## src/rtl/seg7_scan_if.sv

```systemverilog
// Digit/control inputs and multiplexed segment outputs of the 4-digit scanner.
interface seg7_scan_if;
    logic [3:0] dig0;
    logic [3:0] dig1;
    logic [3:0] dig2;
    logic [3:0] dig3;
    logic [3:0] blink;
    logic       lz_blank;
    logic       dp_en;
    logic [6:0] seg;
    logic [3:0] an;
    logic       dp;

    modport master (
        output dig0, dig1, dig2, dig3, blink, lz_blank, dp_en,
        input  seg, an, dp
    );

    modport slave (
        input  dig0, dig1, dig2, dig3, blink, lz_blank, dp_en,
        output seg, an, dp
    );
endinterface

```

## src/rtl/seg7_scan.sv

```systemverilog
// Time-multiplexed 4-digit seven-segment driver with frame-coherent sampling,
// per-digit blink, leading-zero blanking and a min:sec separator dot.
module seg7_scan #(
    parameter int unsigned SCAN_DIV    = 12500,
    parameter int unsigned BLINK_TICKS = 1000
) (
    input logic        clk,
    input logic        rst,
    seg7_scan_if.slave bus
);
    localparam int unsigned PW = (SCAN_DIV > 1) ? $clog2(SCAN_DIV) : 1;
    localparam int unsigned BW = (BLINK_TICKS > 1) ? $clog2(BLINK_TICKS) : 1;

    typedef enum logic [1:0] {S_OFF, S_DEAD, S_SHOW} state_t;

    state_t      state, state_n;
    logic [PW-1:0] pcnt;
    logic [BW-1:0] bcnt;
    logic        tick;
    logic [1:0]  idx;
    logic [1:0]  sel;
    logic [15:0] latch;
    logic        phase;
    logic [3:0]  val;
    logic        blank;
    logic [6:0]  seg_q, seg_n;
    logic [3:0]  an_q, an_n;
    logic        dp_q, dp_n;

    function automatic logic [6:0] decode(input logic [3:0] v);
        case (v)
            4'd0:    decode = 7'b1000000;
            4'd1:    decode = 7'b1111001;
            4'd2:    decode = 7'b0100100;
            4'd3:    decode = 7'b0110000;
            4'd4:    decode = 7'b0011001;
            4'd5:    decode = 7'b0010010;
            4'd6:    decode = 7'b0000010;
            4'd7:    decode = 7'b1111000;
            4'd8:    decode = 7'b0000000;
            4'd9:    decode = 7'b0010000;
            default: decode = 7'b1111111;
        endcase
    endfunction

    assign tick = (pcnt == PW'(SCAN_DIV - 1));

    // sel remembers which digit the tick chose, for display after the dead cycle
    always_ff @(posedge clk) begin
        if (!rst) begin
            pcnt  <= '0;
            idx   <= '0;
            sel   <= '0;
            bcnt  <= '0;
            phase <= 1'b0;
            latch <= '0;
        end else begin
            pcnt <= tick ? '0 : pcnt + 1'b1;
            if (tick) begin
                idx <= idx + 1'b1;
                sel <= idx;
                if (idx == 2'd0)
                    latch <= {bus.dig3, bus.dig2, bus.dig1, bus.dig0};
                if (bcnt == BW'(BLINK_TICKS - 1)) begin
                    bcnt  <= '0;
                    phase <= ~phase;
                end else begin
                    bcnt <= bcnt + 1'b1;
                end
            end
        end
    end

    always_ff @(posedge clk) begin
        if (!rst)
            state <= S_OFF;
        else
            state <= state_n;
    end

    always_comb begin
        state_n = state;
        if (tick)
            state_n = S_DEAD;
        else if (state == S_DEAD)
            state_n = S_SHOW;
    end

    always_comb begin
        case (sel)
            2'd0:    val = latch[3:0];
            2'd1:    val = latch[7:4];
            2'd2:    val = latch[11:8];
            default: val = latch[15:12];
        endcase
        blank = (val > 4'd9) | (bus.blink[sel] & phase)
              | (bus.lz_blank & (sel == 2'd3) & (val == 4'd0));
    end

    // Pattern is captured once on entering SHOW and held for the rest of the slot
    always_comb begin
        seg_n = seg_q;
        an_n  = an_q;
        dp_n  = dp_q;
        if (state_n != S_SHOW) begin
            seg_n = '1;
            an_n  = '1;
            dp_n  = 1'b1;
        end else if (state == S_DEAD) begin
            an_n  = ~(4'b0001 << sel);
            seg_n = blank ? 7'b1111111 : decode(val);
            dp_n  = ~(bus.dp_en & (sel == 2'd2));
        end
    end

    always_ff @(posedge clk) begin
        if (!rst) begin
            seg_q <= '1;
            an_q  <= '1;
            dp_q  <= 1'b1;
        end else begin
            seg_q <= seg_n;
            an_q  <= an_n;
            dp_q  <= dp_n;
        end
    end

    assign bus.seg = seg_q;
    assign bus.an  = an_q;
    assign bus.dp  = dp_q;
endmodule

```

## src/flat_wrapper.sv

```systemverilog
// flat-port wrapper written by rule: the top's interface ports become plain ports
module seg7_scan_flat 
#(
    parameter int unsigned SCAN_DIV    = 12500,
    parameter int unsigned BLINK_TICKS = 1000
)
  (clk, rst, bus_dig0, bus_dig1, bus_dig2, bus_dig3, bus_blink, bus_lz_blank, bus_dp_en, bus_seg, bus_an, bus_dp);
  seg7_scan_if bus_i ();
  input logic clk;
  input logic rst;
  input wire logic [$bits(bus_i.dig0)-1:0] bus_dig0;
  input wire logic [$bits(bus_i.dig1)-1:0] bus_dig1;
  input wire logic [$bits(bus_i.dig2)-1:0] bus_dig2;
  input wire logic [$bits(bus_i.dig3)-1:0] bus_dig3;
  input wire logic [$bits(bus_i.blink)-1:0] bus_blink;
  input wire logic [$bits(bus_i.lz_blank)-1:0] bus_lz_blank;
  input wire logic [$bits(bus_i.dp_en)-1:0] bus_dp_en;
  output wire logic [$bits(bus_i.seg)-1:0] bus_seg;
  output wire logic [$bits(bus_i.an)-1:0] bus_an;
  output wire logic [$bits(bus_i.dp)-1:0] bus_dp;
  assign bus_i.dig0 = bus_dig0;
  assign bus_i.dig1 = bus_dig1;
  assign bus_i.dig2 = bus_dig2;
  assign bus_i.dig3 = bus_dig3;
  assign bus_i.blink = bus_blink;
  assign bus_i.lz_blank = bus_lz_blank;
  assign bus_i.dp_en = bus_dp_en;
  assign bus_seg = bus_i.seg;
  assign bus_an = bus_i.an;
  assign bus_dp = bus_i.dp;
  seg7_scan #(.SCAN_DIV(SCAN_DIV), .BLINK_TICKS(BLINK_TICKS)) u_core (.clk(clk), .rst(rst), .bus(bus_i));
endmodule
```

## config.mk

```make
export PLATFORM = sky130hd
export DESIGN_NAME = seg7_scan_flat
export DESIGN_NICKNAME = d
export VERILOG_FILES = /design/src/rtl/seg7_scan_if.sv /design/src/rtl/seg7_scan.sv /design/src/flat_wrapper.sv
export SDC_FILE = /design/constraint.sdc
export NUM_CORES = 1
export LEC_CHECK = 0
export BUFFER_PORTS_ARGS = -buffer_cell sky130_fd_sc_hd__buf_4
export CAP_MARGIN = 20
export CORE_AREA = 2 2 86 67
export CTS_BUF_LIST = sky130_fd_sc_hd__clkbuf_8
export DETAILED_ROUTE_END_ITERATION = 8
export DIE_AREA = 0 0 88 69
export PLACE_DENSITY = 0.73
export SETUP_SLACK_MARGIN = 0.05
export SYNTH_ARGS = -nofsm -noshare
export SYNTH_HDL_FRONTEND = slang
export SYNTH_SLANG_ARGS = --single-unit
```

## constraint.sdc

```tcl
create_clock -name clk -period 2.55 [get_ports clk]
set_input_delay 0 -clock clk [delete_from_list [all_inputs] [get_ports clk]]
set_output_delay 0 -clock clk [all_outputs]
set_load 0.02 [all_outputs]
```

=== Word-level counts from Yosys, hierarchy flattened ===
Memories as Yosys holds them, arrays and structs flattened.
Cells that the tools add are included.

* Add/subtract/negate cells: 3
* Order comparisons: 2
* Equality and inequality tests: 7
* Shift-type cells: 1
* Muxes and demuxes: 7
* Bitwise gates (word level): 10
* Reductions and logical operators: 7

{| class="wikitable"
|+ Operators with widths
! cell !! count
|-
| adder 14 x 1 -> 14 bit (second input constant) || 1
|-
| == test 14 bit (second input constant) || 1
|-
| case mux 4 bit (3 select lines) || 1
|-
| adder 10 x 1 -> 10 bit (second input constant) || 1
|-
| == test 10 bit (second input constant) || 1
|-
| two-way mux 10 bit || 1
|-
| two-way mux 7 bit || 1
|-
| bitwise AND 1 bit || 4
|-
| == test 2 x 1 -> 1 bit (second input constant) || 2
|-
| == test 2 bit (second input constant) || 2
|-
| greater-than comparator 4 bit (second input constant) || 1
|-
| logical NOT 2 bit || 2
|-
| logical NOT 4 bit || 1
|-
| two-way mux 2 bit || 2
|-
| inverter 4 bit || 1
|-
| AND reduction 2 bit || 2
|-
| OR reduction 2 bit || 2
|-
| << shifter 1 x 2 -> 4 bit (first input constant) || 1
|-
| < comparator 2 x 3 -> 1 bit (second input constant) || 1
|-
| inverter 1 bit || 3
|-
| adder 2 x 1 -> 2 bit (second input constant) || 1
|-
| binary-select mux 1 bit (select 2 bit) || 1
|-
| != test 2 bit (second input constant) || 1
|-
| OR 1 bit || 2
|-
| two-way mux 1 bit || 1
|}

* Register bits: 59
* Bits in read-only memories: 112
* Output and inout port bits: 12
* Logic and storage cells: 48
* Memories: 1

{| class="wikitable"
|+ Memory list
! memory !! depth !! width !! read ports !! clocked after Yosys merged registers in !! write ports !! line !! text
|-
| (name not given) || 16 || 7 || 1 || 0 || 0 || seg7_scan.sv:31 || <nowiki>case (v)</nowiki>
|}

=== Logic depth before layout (Yosys ltp) ===
Gate-level depths: netlist of run 1.

* Depth in word-level cells: 6
* Mapped depth: 9
* Depth with buffers taken out: 8

=== Worst setup path after synthesis of run 1 ===
OpenSTA, ideal clock, no wires.

* Kind: reg2reg
* From: register u_core.sel[0]
* To: register u_core.seg_q[2] (netlist: u_core.bus.seg[2])
* Setup time: 0.138 ns
* Data arrival time: 2.448 ns
* Data required time: 2.412 ns
* Slack: -0.036 ns
* Stages on the path, launching flop included: 10
* Clock period less this slack: 2.586 ns
* Path through: dfxtp_1 > buf_2 > mux4_2 > inv_1 > ha_1 > nor2_1 > or3_4 > a221oi_4 > o311a_1 > o21ai_1

* Cells in the longest elaborated chain, start to end: 6
* Elaborated cells between the ends (all ways): 16
* Those cells by class: order compare: 1; eq/ne: 3; mux: 4; bitwise: 5; reduce/logical: 2; memory: 1

{| class="wikitable"
|+ Ends and longest elaborated chain
! element !! line !! text
|-
| start: declaration || seg7_scan.sv:21 || <nowiki>logic [1:0] sel;</nowiki>
|-
| start signal: assignment || seg7_scan.sv:61 || <nowiki>sel <= idx;</nowiki>
|-
| == test 2 bit (tied with other cells) || seg7_scan.sv:90 || <nowiki>case (sel)</nowiki>
|-
| case mux 4 bit (3 select lines) or two-way mux 1 bit (tied branches) || seg7_scan.sv:90, seg7_scan.sv:96 ||
|-
| greater-than comparator 4 bit (tied with other cells) || seg7_scan.sv:96 || <nowiki>blank = (val > 4'd9) | (bus.blink[sel] & phase)</nowiki>
|-
| OR 1 bit or bitwise AND 1 bit (tied branches) || seg7_scan.sv:96, seg7_scan.sv:97 ||
|-
| OR 1 bit || seg7_scan.sv:97 || <nowiki>| (bus.lz_blank & (sel == 2'd3) & (val == 4'd0));</nowiki>
|-
| two-way mux 7 bit * || seg7_scan.sv:111 || <nowiki>seg_n = blank ? 7'b1111111 : decode(val);</nowiki>
|-
| end signal: assignment || seg7_scan.sv:122 || <nowiki>seg_q <= seg_n;</nowiki>
|-
| end: declaration || seg7_scan.sv:26 || <nowiki>logic [6:0] seg_q, seg_n;</nowiki>
|}

Every way passes the cells marked *; elsewhere a longest branch is shown, timed or not. The select of a mux whose other input is x is not followed.
A chain may end at the register's enable or synchronous reset.

=== Worst setup path in the final report of run 1 ===
Same ends and word-level chain as after synthesis.

==> results.sh, run 1 <==
export IMPL_dp_hpwl_um=3750
export IMPL_drt_antenna_violating_nets=0
export IMPL_cpMaxStageDelayCell="mux4_2"
export IMPL_yosysMostFrequentCell="dfxtp_1"
export IMPL_grt_max_degree=29
export IMPL_final_cells=442
export IMPL_root_buffer="clkbuf_8"
export IMPL_ios=36
export IMPL_max_stage_delay_ns=0.54
export IMPL_core_area_um2=5210
export IMPL_power_density_nw_per_um2=502
export IMPL_numPortBuffers=35
export IMPL_layout_drive_gt1_share_pct=19.1
export IMPL_drt_total_wl_um=5540
export IMPL_drt_initial_drc_count=69
export IMPL_synth_edf_count=0
export IMPL_fin_skew_ns=0.00485
export IMPL_die_h_um=69
export IMPL_ys_warn_count=0
export IMPL_drc_errors=0
export IMPL_insertedDiodeCount=0
export IMPL_synth_area_per_cell_um2=8.80
export IMPL_fmax_ghz=0.423
export IMPL_max_vdd_ir_drop_uv=353
export IMPL_yosys_top_cells_area="dfxtp_1, nand2_1, nor2_1, ha_1, xor2_1"
export IMPL_grt_pass1_wl_um=9610
export IMPL_syn_nets=337
export IMPL_synth_cell_types=42
export IMPL_wl_per_cell_um=12.5
export IMPL_die_w_um=88
export IMPL_nNetsFinal=395
export IMPL_place_inst=408
export IMPL_dieArea_um2=6070
export IMPL_path_delay_family="compound AO/OA/AOI/OAI gates"
export IMPL_crit_path_end_kind="register"
export IMPL_cp_arrival_ns=2.56
export IMPL_hold_violations=0
export IMPL_clkLatencyLatePin_ns=0.34
export IMPL_start_kind="register"
export IMPL_yosysTopAreaCellShare_pct=44.0
export IMPL_hp_class="input port to register"
export IMPL_grt_pass1_vias=2138
export IMPL_path_cells="mux4_2, inv_4, ha_4, nor2_1, or3_4, a221oi_4, o311a_1, o21ai_1"
export IMPL_area_delta_synth_final_pct=27.2
export IMPL_slew_headroom_pct=61.4
export IMPL_tightest_slew_ns=0.579
export IMPL_finalSetupTns_ns=0
export IMPL_ys_async_sr_fraction_pct=0
export IMPL_grt_util_all_layers_pct=20.2
export IMPL_cts_sinks=59
export IMPL_path_buf_inv=1
export IMPL_yosys_area_top_type="dfxtp_1"
export IMPL_start_util_pct=51.5
export IMPL_synth_common_cells="dfxtp_1, nand2_1, nor2_1"
export IMPL_overflow=0
export IMPL_numCtsBuffers=9
export IMPL_synth_seq_area_share_pct=44.0
export IMPL_setup_violations=0
export IMPL_drv_cap=0
export IMPL_antenna_found_initial=0
export IMPL_critPathRequiredTime_ns=2.74
export IMPL_synth_seq_cells=59
export IMPL_gp_routability_congestion=0.872
export IMPL_period_minus_slack_ns=2.37
export IMPL_status="finished clean"
export IMPL_clock_path_buffers=2
export IMPL_leakagePower_nw=1.26
export IMPL_rows=23
export IMPL_clk_pin_slew_worst_paths_ns=0.06
export IMPL_h_tree_depth=3
export IMPL_rsz0062_at_grt="false"
export IMPL_mappedNetlistArea_um2=2690
export IMPL_path_class="register to register"
export IMPL_vias=2254
export IMPL_dr_pass1_iters=4
export IMPL_cts_tree="yes"
export IMPL_synthCells=305
export IMPL_synth_main_ff_cell="dfxtp_1"
export IMPL_finalCritPeriodShare_pct=92.8
export IMPL_worst_path_max_fanout=5
export IMPL_viasPerCell=5.10
export IMPL_final_max_slew_viol_count=0
[power by group]
part / switching [mW] / leakage, nW / internal [mW]
clock: 0.349 / 0.0943 / 0.361
sequential: 0.00472 / 0.477 / 0.925
combinational: 0.0248 / 0.692 / 0.0493
total: 0.379 / 1.26 / 1.33
[worst reg2reg max path, cell delays in order (launching register included)]
cell	delay, ns
dfxtp_4	0.37
mux4_2	0.54
inv_4	0.11
ha_4	0.14
nor2_1	0.04
or3_4	0.36
a221oi_4	0.38
o311a_1	0.22
o21ai_1	0.06
[sequential cells by signal, summed over array words and instances (netlist names)]
register / flops
u_core.phase: 1
u_core.idx: 2
u_core.state: 2
u_core.bus.seg: 7
u_core.bus.dp: 1
u_core.latch: 16
u_core.pcnt: 14
u_core.bcnt: 10
u_core.sel: 2
u_core.bus.an: 4
[per-stage QoR]
stage,power [mW],util [%],hold WS (ns),setup slack [ns],area [um2]
after global placement,1.00,58.3,0.251,0.0976,3040
after global routing,1.78,65.6,0.0526,0.0616,3420
final,1.71,65.6,0.0478,0.185,3420
after CTS,1.73,64.7,0.0343,0.0994,3370
after detailed placement,1.00,58.3,0.258,0.0582,3040
after floorplan,0.971,-,0.135,0.0639,2690
[per-layer routing]
metal	track usage, %	wire [um]
met1	27.8	2820
met2	29.2	2430
met3	7.07	237
met4	7.52	47
met5	0	0
[cells in the final DEF, fill, tap and decap left out, drive strengths merged, types with 2 or more instances in the layout]
| cell | count |
|---|---|
| nor2b | 2 |
| a21oi | 6 |
| xor2 | 11 |
| mux2i | 3 |
| nand3 | 16 |
| and4 | 2 |
| and3 | 6 |
| nand2b | 2 |
| ha | 8 |
| nor2 | 30 |
| o22ai | 2 |
| o21ai | 13 |
| o211ai | 3 |
| dlygate4sd3 | 17 |
| clkbuf | 10 |
| nand3b | 2 |
| mux4 | 4 |
| o32a | 2 |
| a21boi | 22 |
| dfxtp | 59 |
| or3 | 4 |
| and2 | 4 |
| nor3 | 5 |
| xnor2 | 9 |
| nor4b | 2 |
| nand2 | 54 |
| buf | 44 |
| clkinv | 3 |
| inv | 8 |
| nand4 | 5 |
[cell type report]
| class | count | area (um2) |
|---|---|---|
| Tap cell | 75 | 93.8 |
| Inverter | 6 | 25.0 |
| Clock buffer | 10 | 138 |
| Timing Repair Buffer | 61 | 500 |
| Sequential cell | 59 | 1180 |
| Clock inverter | 5 | 22.5 |
| Fill cell | 439 | 1790 |
| Multi-Input combinational cell | 226 | 1450 |
[cell families after synthesis]
group | synth area share [%]
DFF | 44.0
adders and majority gates | 3.73
AOI/OAI and AO/OA | 14.0
xor gates and xnor gates | 6.52
muxes | 4.47
buffers and inverters | 2.89
and+or+nand+nor | 24.4
[path summary, 6_finish.rpt]
kind / from / endpoint / slack [ns] / cells past startpoint
worst max register to register: u_core.sel[0] / u_core.bus.seg[2] / 0.18 / 8
worst min register to register: u_core.latch[11] / u_core.latch[11] / 0.46 / 2
worst min-delay path: rst / u_core.sel[0] / 0.05 / 2
worst max-delay path: u_core.sel[0] / u_core.bus.seg[2] / 0.18 / 8
[timing repair]
item                                    CTS  global route
buffers inserted                          0             2
hold endpoints to repair                 17             0
endpoints found under the setup margin    1             4
hold buffers                             17             0
resized for setup                         1             8
pin swaps                                 1             1
Power figures use the tool's default switching activity.
==> run 2, diff against run 1 <==
--- a/config.mk
+++ b/config.mk
@@ -7,11 +7,11 @@
 export LEC_CHECK = 0
 export BUFFER_PORTS_ARGS = -buffer_cell sky130_fd_sc_hd__buf_4
 export CAP_MARGIN = 20
-export CORE_AREA = 2 2 86 67
+export CORE_AREA = 2 2 88 69
 export CTS_BUF_LIST = sky130_fd_sc_hd__clkbuf_8
 export DETAILED_ROUTE_END_ITERATION = 8
-export DIE_AREA = 0 0 88 69
-export PLACE_DENSITY = 0.73
+export DIE_AREA = 0 0 90 71
+export PLACE_DENSITY = 0.7
 export SETUP_SLACK_MARGIN = 0.05
 export SYNTH_ARGS = -nofsm -noshare
 export SYNTH_HDL_FRONTEND = slang
==> results.sh, run 2 (synthesis gave the netlist of run 1 again) <==
export IMPL_viasPerCell=5.17
export IMPL_final_max_slew_viol_count=0
export IMPL_grt_util_all_layers_pct=19.4
export IMPL_core_area_um2=5590
export IMPL_min_path_cells=2
export IMPL_worst_path_max_fanout=5
export IMPL_clk_pin_slew_worst_paths_ns=0.06
export IMPL_h_tree_depth=3
export IMPL_gp_routability_congestion=0.850
export IMPL_numCtsBuffers=9
export IMPL_max_vdd_ir_drop_uv=332
export IMPL_max_stage_delay_ns=0.55
export IMPL_critPathRequiredTime_ns=2.77
export IMPL_slew_headroom_pct=60.4
export IMPL_fmax_ghz=0.418
export IMPL_tightest_slew_ns=0.594
export IMPL_place_inst=412
export IMPL_final_cell_area_um2=3470
export IMPL_hold_violations=0
export IMPL_die_h_um=71
export IMPL_drc_errors=0
export IMPL_vias=2322
export IMPL_drv_cap=0
export IMPL_path_class="register to register"
export IMPL_numPortBuffers=35
export IMPL_wl_per_cell_um=13.0
export IMPL_total_power_mw=1.78
export IMPL_final_common_cell="dfxtp_1"
export IMPL_status="finished clean"
export IMPL_insertedDiodeCount=0
export IMPL_top_register="u_core.latch"
export IMPL_final_cell_mix="dfxtp_1, nand2_1, buf_4"
export IMPL_ios=36
export IMPL_cts_tree="yes"
export IMPL_area_delta_synth_final_pct=29.2
export IMPL_min_from="rst"
export IMPL_drt_antenna_violating_nets=0
export IMPL_finalSetupTns_ns=0
export IMPL_dieArea_um2=6390
export IMPL_grt_pass1_vias=2138
export IMPL_cts_sinks=59
export IMPL_crit_path_end_kind="register"
export IMPL_final_cells=449
export IMPL_layout_drive_gt1_share_pct=20.2
export IMPL_rsz0062_at_grt="false"
export IMPL_power_density_nw_per_um2=513
export IMPL_reg_top3="u_core.latch: 16 flops, u_core.pcnt: 14 flops, u_core.bcnt: 10 flops"
export IMPL_nNetsFinal=399
export IMPL_setup_violations=0
export IMPL_overflow=0
export IMPL_start_util_pct=48.1
export IMPL_drt_total_wl_um=5820
export IMPL_clkLatencyLatePin_ns=0.34
export IMPL_rows=24
export IMPL_path_cells="mux4_2, inv_4, ha_4, nor2_1, or3_4, a221oi_4, nand3_2, o32a_1"
export IMPL_clock_path_buffers=2
export IMPL_largest_reg_flops=16
export IMPL_r2r_setup_slack_ns=0.16
export IMPL_grt_pass1_wl_um=9870
export IMPL_holdWs_ns=0.0565
export IMPL_dp_hpwl_um=3770
export IMPL_reg2reg_from="u_core.sel[0]"
export IMPL_dr_pass1_iters=5
export IMPL_antenna_found_initial=0
export IMPL_worstHoldEndpoint="u_core.idx[1]"
export IMPL_post_dp_cell_area_um2=3050
export IMPL_start_kind="register"
export IMPL_cp_arrival_ns=2.61
export IMPL_fin_skew_ns=0.00767
export IMPL_leakagePower_nw=1.29
export IMPL_period_minus_slack_ns=2.39
export IMPL_reg2reg_to="u_core.bus.seg[0]"
export IMPL_hp_class="input port to register"
export IMPL_finalCritPeriodShare_pct=93.8
export IMPL_drt_initial_drc_count=111
export IMPL_r2r_cells=8
export IMPL_cpMaxStageDelayCell="mux4_2"
export IMPL_grt_max_degree=29
export IMPL_die_w_um=90
export IMPL_root_buffer="clkbuf_8"
## run 2: area by class of cell
cell class                      instances  area, um2
Tap cell                               78       97.6
Timing Repair Buffer                   65        531
Fill cell                             482       2120
Multi-Input combinational cell        226       1450
Sequential cell                        59       1180
Clock inverter                          3       13.8
Inverter                                6       25.0
Clock buffer                           12        165
## run 2: how the worst max path moves through the flow
stage / end / cells after the start / slack [ns] / from
floorplan: u_core.bus.seg[2] / 9 / 0.06 / u_core.sel[0]
global placement: u_core.bus.seg[2] / 8 / 0.07 / u_core.sel[0]
detailed placement: u_core.bus.seg[2] / 8 / 0.02 / u_core.sel[0]
CTS: u_core.bus.seg[2] / 8 / 0.08 / u_core.sel[0]
global route: u_core.bus.seg[2] / 8 / 0.04 / u_core.sel[0]
finish: u_core.bus.seg[0] / 8 / 0.16 / u_core.sel[0]
## run 2: per-layer routing
layer | wire length, um | global-route usage, % | part of all wire [%] | up-vias
met1 | 2780 | 25.5 | 48 | 1089
met4 | 74 | 7.69 | 1.3 | 0
met3 | 290 | 6.18 | 5.0 | 5
li1 | - | - | - | 1169
met5 | 0 | 0 | 0 | -
met2 | 2680 | 30.2 | 46 | 59
## run 2: critical path, delay by kind of cell, from the launching register on
kind	cells	cell delay, ns
AOI/OAI and AO/OA	2	0.57
buffers and inverters	1	0.12
and+or+nand+nor	3	0.53
DFF	1	0.37
adders and majority gates	1	0.14
muxes	1	0.55
## run 2: timing repair
action,CTS,global route
setup buffers,0,5
endpoints found under the setup margin,4,4
gates resized for setup,1,8
hold buffers,17,0
hold endpoints to repair,17,0
pin swaps,0,1
## run 2: power by group
group / leakage, nW / total, mW / internal, mW / switching, mW
Combinational: 0.713 / 0.0747 / 0.0493 / 0.0254
Sequential: 0.477 / 0.930 / 0.925 / 0.00506
Clock: 0.0994 / 0.774 / 0.420 / 0.354
Total: 1.29 / 1.78 / 1.39 / 0.384
## run 2: stage by stage
stage / worst slack, ns / util (%)
2_1_floorplan: 0.0639 / -
3_3_place_gp: 0.0721 / 54.6
3_5_place_dp: 0.0236 / 54.6
4_1_cts: 0.0783 / 60.9
5_1_grt: 0.0385 / 62.1
6_report: 0.157 / 62.1
==> run 3, diff against run 2 <==
--- a/config.mk
+++ b/config.mk
@@ -11,7 +11,7 @@
 export CTS_BUF_LIST = sky130_fd_sc_hd__clkbuf_8
 export DETAILED_ROUTE_END_ITERATION = 8
 export DIE_AREA = 0 0 90 71
-export PLACE_DENSITY = 0.7
+export PLACE_DENSITY_LB_ADDON = 0.1
 export SETUP_SLACK_MARGIN = 0.05
 export SYNTH_ARGS = -nofsm -noshare
 export SYNTH_HDL_FRONTEND = slang
==> results.sh, run 3 (synthesis gave the netlist of run 1 again) <==
export IMPL_status="finished clean"
export IMPL_clk_pin_slew_worst_paths_ns=0.06
export IMPL_finalSetupTns_ns=0
export IMPL_layout_drive_gt1_share_pct=20.2
export IMPL_die_h_um=71
export IMPL_finalCritPeriodShare_pct=94.1
export IMPL_grt_max_degree=29
export IMPL_max_vdd_ir_drop_uv=334
export IMPL_rsz0062_at_grt="false"
export IMPL_gp_routability_congestion=0.832
export IMPL_crit_path_end_kind="register"
export IMPL_reg2reg_from="u_core.sel[0]"
export IMPL_drc_errors=0
export IMPL_leakagePower_nw=1.30
export IMPL_dr_pass1_iters=5
export IMPL_grt_util_all_layers_pct=19.7
export IMPL_pre_cts_ws_ns=0.0200
export IMPL_cp_arrival_ns=2.59
export IMPL_numPortBuffers=35
export IMPL_antenna_found_initial=0
export IMPL_drt_total_wl_um=5650
export IMPL_fmax_ghz=0.417
export IMPL_post_dp_cell_area_um2=3050
export IMPL_cts_tree="yes"
export IMPL_start_util_pct=48.1
export IMPL_reg_top3="u_core.latch: 16 flops, u_core.pcnt: 14 flops, u_core.bcnt: 10 flops"
export IMPL_drt_initial_drc_count=107
export IMPL_hold_violations=0
export IMPL_holdWs_ns=0.0463
export IMPL_viasPerCell=5.05
export IMPL_rows=24
export IMPL_vias=2271
export IMPL_power_density_nw_per_um2=525
export IMPL_final_cell_area_um2=3490
export IMPL_cts_sinks=59
export IMPL_fin_skew_ns=0.00644
export IMPL_final_max_slew_viol_count=0
export IMPL_reg2reg_to="u_core.bus.seg[2]"
export IMPL_r2r_setup_slack_ns=0.15
export IMPL_ios=36
export IMPL_fin_util_pct=62.6
export IMPL_dieArea_um2=6390
export IMPL_tightest_slew_ns=0.619
export IMPL_numCtsBuffers=9
export IMPL_area_delta_synth_final_pct=30.1
export IMPL_drt_antenna_violating_nets=0
export IMPL_insertedDiodeCount=0
export IMPL_final_common_cell="dfxtp_1"
export IMPL_clkLatencyLatePin_ns=0.34
export IMPL_crit_path_end="u_core.bus.seg[2]"
export IMPL_critPathRequiredTime_ns=2.74
export IMPL_wl_per_cell_um=12.6
export IMPL_grt_pass1_wl_um=10000
export IMPL_n_fill_cell=501
export IMPL_total_power_mw=1.83
export IMPL_final_cell_mix="dfxtp_1, nand2_1, buf_4"
export IMPL_hp_class="input port to register"
export IMPL_final_cells=450
export IMPL_worst_path_max_fanout=4
export IMPL_die_w_um=90
export IMPL_clock_path_buffers=2
export IMPL_slew_headroom_pct=58.8
export IMPL_fin_ws_ns=0.150
export IMPL_path_class="register to register"
export IMPL_place_inst=412
export IMPL_nNetsFinal=400
export IMPL_grt_pass1_vias=2135
export IMPL_top_register="u_core.latch"
export IMPL_r2r_cells=7
export IMPL_largest_reg_flops=16
export IMPL_drv_cap=0
export IMPL_period_minus_slack_ns=2.40
export IMPL_root_buffer="clkbuf_8"
export IMPL_dp_hpwl_um=3790
export IMPL_overflow=0
export IMPL_crit_start="u_core.sel[0]"
export IMPL_start_kind="register"
export IMPL_core_area_um2=5590
export IMPL_setup_violations=0
export IMPL_h_tree_depth=3
-- run 3: worst min-delay path by stage --
stage	startpoint	endpoint	slack [ns]	depth (start not counted)
after floorplan	bus_dig2[2]	u_core.latch[10]	0.13	2
after global placement	bus_dig2[2]	u_core.latch[10]	0.25	3
after detailed placement	bus_dig2[2]	u_core.latch[10]	0.26	3
after CTS	rst	u_core.sel[0]	0.03	2
after global routing	rst	u_core.sel[0]	0.05	2
final	rst	u_core.latch[2]	0.05	2
-- run 3: worst max-delay path: stages (launching register included) --
cell	delay (ns)
dfxtp_4	0.37
mux4_2	0.55
buf_6	0.14
buf_4	0.14
or3_4	0.39
a221oi_4	0.38
o311a_1	0.23
o21ai_1	0.05
-- run 3: area by class of cell --
type	count	area, um2	share of cell area, %
clock inverter	4	42.5	1.22
inverter	6	25.0	0.716
timing repair buffer	66	542	15.5
sequential	59	1180	33.9
tap	78	97.6	2.79
multi-input combinational	226	1450	41.5
clock buffer	11	151	4.33
-- run 3: repair_timing --
| item | in CTS | in global routing |
|---|---|---|
| buffers inserted | 1 | 5 |
| gates resized for setup | 1 | 9 |
| setup endpoints to repair | 4 | 6 |
| hold buffers | 17 | 0 |
| gates cloned | 0 | 0 |
| pin swaps | 1 | 2 |
| hold endpoints to repair | 17 | 0 |
-- run 3: per-layer routing --
metal / up-vias / global-route usage, % / share of wire [%]
li1: 1172 / - / -
met2: 41 / 27.6 / 42
met4: 0 / 9.06 / 1.0
met3: 7 / 6.50 / 4.0
met5: - / 0 / 0
met1: 1051 / 27.6 / 52
-- run 3: power breakdown --
part / internal [mW] / total, mW / switching, mW
clock network: 0.490 / 0.830 / 0.340
logic: 0.0503 / 0.0752 / 0.0248
registers: 0.925 / 0.930 / 0.00493
